===== src/rtl/prog_ram_loader_if.sv =====
// rtl/prog_ram_loader_if.sv - operator/fetch-side signal bundle for the program RAM loader
interface prog_ram_loader_if #(
  parameter int n = 5,
  parameter int w = 9
);
  logic         Load;
  logic         Strobe;
  logic [w-1:0] Data;
  logic         Next;
  logic [w-1:0] DOUT;
  logic [n-1:0] Addr;
  logic [n:0]   WrCount;
  logic         Full;
  logic         Busy;

  modport master (
    output Load, Strobe, Data, Next,
    input  DOUT, Addr, WrCount, Full, Busy
  );

  modport slave (
    input  Load, Strobe, Data, Next,
    output DOUT, Addr, WrCount, Full, Busy
  );
endinterface


===== src/rtl/prog_ram_loader.sv =====
// rtl/prog_ram_loader.sv - writable instruction store loaded from switches, played back to proc DIN
module prog_ram_loader #(
  parameter int n = 5,
  parameter int k = 32,
  parameter int w = 9
) (
  input logic              Clock,
  input logic              Reset,
  prog_ram_loader_if.slave bus
);

  typedef enum logic [1:0] {IDLE, LOAD, RUN} state_e;

  state_e       state_q;
  logic [n-1:0] wptr_q;
  logic [n-1:0] rptr_q;
  logic [n:0]   cnt_q;
  logic [w-1:0] dout_q;
  logic         s1_q, s2_q, s3_q;
  logic [w-1:0] mem_q [k];

  logic wr_pulse;
  logic full;
  logic rptr_last;

  // s3 is an edge detector on the synchronized strobe, so a held button writes once
  assign wr_pulse  = s2_q & ~s3_q;
  assign full      = (cnt_q == (n+1)'(k));
  assign rptr_last = ({1'b0, rptr_q} == (cnt_q - (n+1)'(1)));

  always_ff @(posedge Clock) begin
    if (Reset) begin
      state_q <= IDLE;
      wptr_q  <= '0;
      rptr_q  <= '0;
      cnt_q   <= '0;
      dout_q  <= '0;
      s1_q    <= 1'b0;
      s2_q    <= 1'b0;
      s3_q    <= 1'b0;
    end else begin
      s1_q <= bus.Strobe;
      s2_q <= s1_q;
      s3_q <= s2_q;
      case (state_q)
        IDLE: begin
          if (bus.Load) begin
            state_q <= LOAD;
            wptr_q  <= '0;
            cnt_q   <= '0;
          end else begin
            state_q <= RUN;
          end
        end
        LOAD: begin
          // a write pulse coinciding with Load falling still lands
          if (wr_pulse && !full) begin
            mem_q[wptr_q] <= bus.Data;
            wptr_q        <= wptr_q + n'(1);
            cnt_q         <= cnt_q + (n+1)'(1);
          end
          if (!bus.Load) begin
            state_q <= RUN;
            rptr_q  <= '0;
          end
        end
        RUN: begin
          if (bus.Load) begin
            state_q <= LOAD;
            wptr_q  <= '0;
            cnt_q   <= '0;
          end else if (bus.Next && cnt_q != '0) begin
            dout_q <= mem_q[rptr_q];
            rptr_q <= rptr_last ? '0 : rptr_q + n'(1);
          end
        end
        default: state_q <= IDLE;
      endcase
    end
  end

  assign bus.DOUT    = dout_q;
  assign bus.Addr    = (state_q == LOAD) ? wptr_q : rptr_q;
  assign bus.WrCount = cnt_q;
  assign bus.Full    = full;
  assign bus.Busy    = (state_q == LOAD);

endmodule

===== src/flat_wrapper.sv =====
// flat-port wrapper written by rule: the top's interface ports become plain ports
module prog_ram_loader_flat 
#(
  parameter int n = 5,
  parameter int k = 32,
  parameter int w = 9
)
  (Clock, Reset, bus_Load, bus_Strobe, bus_Data, bus_Next, bus_DOUT, bus_Addr, bus_WrCount, bus_Full, bus_Busy);
  prog_ram_loader_if #(.n(n), .w(w)) bus_i ();
  input logic Clock;
  input logic Reset;
  input wire logic [$bits(bus_i.Load)-1:0] bus_Load;
  input wire logic [$bits(bus_i.Strobe)-1:0] bus_Strobe;
  input wire logic [$bits(bus_i.Data)-1:0] bus_Data;
  input wire logic [$bits(bus_i.Next)-1:0] bus_Next;
  output wire logic [$bits(bus_i.DOUT)-1:0] bus_DOUT;
  output wire logic [$bits(bus_i.Addr)-1:0] bus_Addr;
  output wire logic [$bits(bus_i.WrCount)-1:0] bus_WrCount;
  output wire logic [$bits(bus_i.Full)-1:0] bus_Full;
  output wire logic [$bits(bus_i.Busy)-1:0] bus_Busy;
  assign bus_i.Load = bus_Load;
  assign bus_i.Strobe = bus_Strobe;
  assign bus_i.Data = bus_Data;
  assign bus_i.Next = bus_Next;
  assign bus_DOUT = bus_i.DOUT;
  assign bus_Addr = bus_i.Addr;
  assign bus_WrCount = bus_i.WrCount;
  assign bus_Full = bus_i.Full;
  assign bus_Busy = bus_i.Busy;
  prog_ram_loader #(.n(n), .k(k), .w(w)) u_core (.Clock(Clock), .Reset(Reset), .bus(bus_i));
endmodule

===== config.mk =====
export PLATFORM = sky130hd
export DESIGN_NAME = prog_ram_loader_flat
export DESIGN_NICKNAME = d
export VERILOG_FILES = /design/src/rtl/prog_ram_loader_if.sv /design/src/rtl/prog_ram_loader.sv /design/src/flat_wrapper.sv
export SDC_FILE = /design/constraint.sdc
export NUM_CORES = 1
export LEC_CHECK = 0
export BUFFER_PORTS_ARGS = -buffer_cell sky130_fd_sc_hd__buf_2
export CORE_MARGIN = 2
export CORE_UTILIZATION = 30
export DETAILED_ROUTE_END_ITERATION = 16
export PLACE_DENSITY = 0.51
export SLEW_MARGIN = 20
export SYNTH_ARGS = -nofsm -noshare
export SYNTH_HDL_FRONTEND = slang
export SYNTH_SLANG_ARGS = --single-unit

===== constraint.sdc =====
create_clock -name Clock -period 2.8 [get_ports Clock]
set_input_delay 0.14 -clock Clock [delete_from_list [all_inputs] [get_ports Clock]]
set_output_delay 0.14 -clock Clock [all_outputs]
set_load 0.005 [all_outputs]

==> results.json <==
{
  "totalWireLength_microns": 30100,
  "fin_worst_skew_ps": 18.6,
  "finalHoldViolations": 0,
  "drt-initial-drc-count": 527,
  "hold_path.startpoint": "bus_Data[5]",
  "cts_tree": "yes",
  "maxCapViolCount": 0,
  "antenna_found_initial": 0,
  "final_cell_mix": "edfxtp_1, buf_4, mux4_2, nor2_1, clkbuf_16",
  "syn_nets": 696,
  "fp.dieW_microns": 211,
  "drcViolationCount": 0,
  "postPlaceCellArea_sq_mm": 0.0140,
  "gp_congestion": 0.766,
  "fin_crit_ps": 2550,
  "stdcell_area_sq_mm": 0.0151,
  "clk_path_buf_depth": 3,
  "cts_inserted_buffers": 35,
  "crit_type": "reg2reg",
  "grt_overflow_total": 0,
  "clkSinkCount": 318,
  "rows": 75,
  "crit_arrival_ps": 2750,
  "dp_hpwl_microns": 19200,
  "powerDensity_mw_per_mm2": 647,
  "worstSetupStartpoint": "u_core.bus.WrCount[1]",
  "synth.avg_cell_area_sq_um": 19.0,
  "end_kind": "flip-flop",
  "dr.pass1.iters": 4,
  "reg2reg_from": "u_core.bus.WrCount[1]",
  "fin_crit_sh_pct": 91.1,
  "status": "complete, no violations",
  "seq_area_sq_mm": 0.00926,
  "htree_levels": 2,
  "wl_per_cell_microns": 22.4,
  "synth.distinct_cells": 51,
  "cp.required_ps": 3000,
  "worst_pin_slew_ps": 824,
  "maxSlewViolCount": 0,
  "core_sq_mm": 0.0420,
  "yosys_warnings": 0,
  "ys_seq_area_share_pct": 72.1,
  "via_count": 6500,
  "fin_nets": 805,
  "vias_per_cell": 4.83,
  "setup-violations-final": 0,
  "grt_pass1_wl_microns": 45100,
  "crit_fanout": 9,
  "netlist_instances": 674,
  "insertion_delay_ps": 510,
  "leakagePower_nw": 4.87,
  "die_area_sq_mm": 0.0444,
  "num-fill-cells": 3918,
  "layout_commonest_cell": "edfxtp_1",
  "setup_tns_ps": 0,
  "multi_input_area_sq_mm": 0.00326,
  "syn_area_sq_mm": 0.0128,
  "n_antenna_cell": 0,
  "synth-seq-cells": 318,
  "clockRootBuffer": "clkbuf_16",
  "max_slew_margin_pct": 44.8,
  "synthToLayoutAreaGrowth_pct": 18.0,
  "critPathLaunchType": "flip-flop",
  "ios": 36,
  "peakVddDrop_uv": 338,
  "post-cts-setup-buffers": 0,
  "dieHeight_microns": 211,
  "synthFlopType": "edfxtp_1",
  "io_buffer_count": 35,
  "synth_edf_count": 288,
  "grt_max_degree": 33,
  "start_util_pct": 30.5,
  "rsz0062_at_grt": "false",
  "async_reset_ff_share_pct": 0,
  "clk_pin_slew_worst_paths_ps": 60,
  "grt_pass1_vias": 6819,
  "worstHoldPathType": "in2reg",
  "track_usage_pct": 13.9,
  "final_antenna_net_count": 0,
  "max_freq_mhz": 392,
  "drive_gt1_share_pct": 28.1
}
==> kinds of logic after synthesis <==
kind of cell,Yosys count,share of synthesized area [%]
DFF,318,72.1
xor gates and xnor gates,14,0.956
adders and majority gates,8,0.780
AOI/OAI and AO/OA,66,4.07
and+or+nand+nor,125,5.03
muxes,95,14.6
buffers and inverters,48,2.54
==> metrics by stage <==
stage,instances,setup slack (ps),hold slack (ps),power [mW],utilization [%]
floorplan,674,161,212,5.31,-
global placement,1281,250,358,5.40,33.2
detailed placement,1281,170,365,5.40,33.2
CTS,1346,129,195,9.90,36.0
global route,1346,96.9,221,10.1,36.0
finish,1346,249,196,9.79,36.0
==> final timing paths <==
check                           cells after the start  slack [ps]             endpoint
worst max-delay path                                9         250  u_core.mem_q[20][2]
worst min-delay path                                1         200   u_core.mem_q[9][5]
worst min register to register                      1         450          u_core.s2_q
worst max register to register                      9         250  u_core.mem_q[20][2]
==> Yosys cell counts, types with 5 or more instances <==
library cell / n / area, sq um
a221o_1: 9 / 90.1
edfxtp_1: 288 / 8650
nand2_1: 16 / 60.1
xnor2_1: 6 / 52.6
a21oi_1: 9 / 45.0
dfxtp_1: 30 / 601
buf_4: 5 / 37.5
mux4_2: 56 / 1260
buf_2: 13 / 65.1
ha_1: 8 / 100
o21ai_0: 5 / 25.0
nor2_1: 54 / 203
buf_6: 6 / 67.6
mux2i_1: 22 / 220
nand4_1: 5 / 31.3
xor2_1: 8 / 70.1
nor2b_1: 21 / 131
inv_1: 9 / 33.8
clkbuf_1: 9 / 33.8
a211oi_1: 23 / 173
mux4_1: 13 / 342
==> sequential cells by signal, summed over array words and instances, names as in the netlist <==
| signal | flops |
|---|---|
| u_core.mem_q | 288 |
| u_core.bus.DOUT | 9 |
| u_core.bus.WrCount | 6 |
| u_core.rptr_q | 5 |
| u_core.wptr_q | 5 |
| u_core.state_q | 2 |
| u_core.s1_q | 1 |
| u_core.s2_q | 1 |
| u_core.s3_q | 1 |
==> power by group <==
group,switching (mW),leakage [nW],internal [mW]
clock,1.81,0.532,2.68
combinational,0.104,1.51,0.0234
sequential,0.00237,2.83,5.17
==> worst max-delay path, cell delays in order, from the launching register on <==
cell,delay (ps)
dfxtp_1,460
inv_1,100
ha_1,190
nor4b_4,140
a2111oi_4,350
nor2b_2,320
nand2_1,130
buf_4,210
nor2_1,130
buf_4,200
==> what timing repair did <==
action,in CTS,in global routing
endpoints found under the hold margin,7,0
resized for setup,0,1
setup endpoints to repair,0,93
hold buffers,4,0
==> routing by layer <==
metal / vias to the layer above / track usage (%) / share of wire [%]
met1: 3367 / 19.9 / 48
met5: - / 0 / 0
met2: 135 / 22.1 / 47
met4: 0 / 3.45 / 1.9
met3: 41 / 2.17 / 3.7
li1: 2957 / - / -
==> final cells by class <==
cell class	count	area share [%]
repair buffers	111	5.24
well taps	539	4.46
inverters	9	0.223
clock inverters	17	1.08
clock buffers	44	6.29
flip-flops and latches	318	61.2
multi-input cells	308	21.5
No activity file was read; power rests on OpenSTA's default activity.
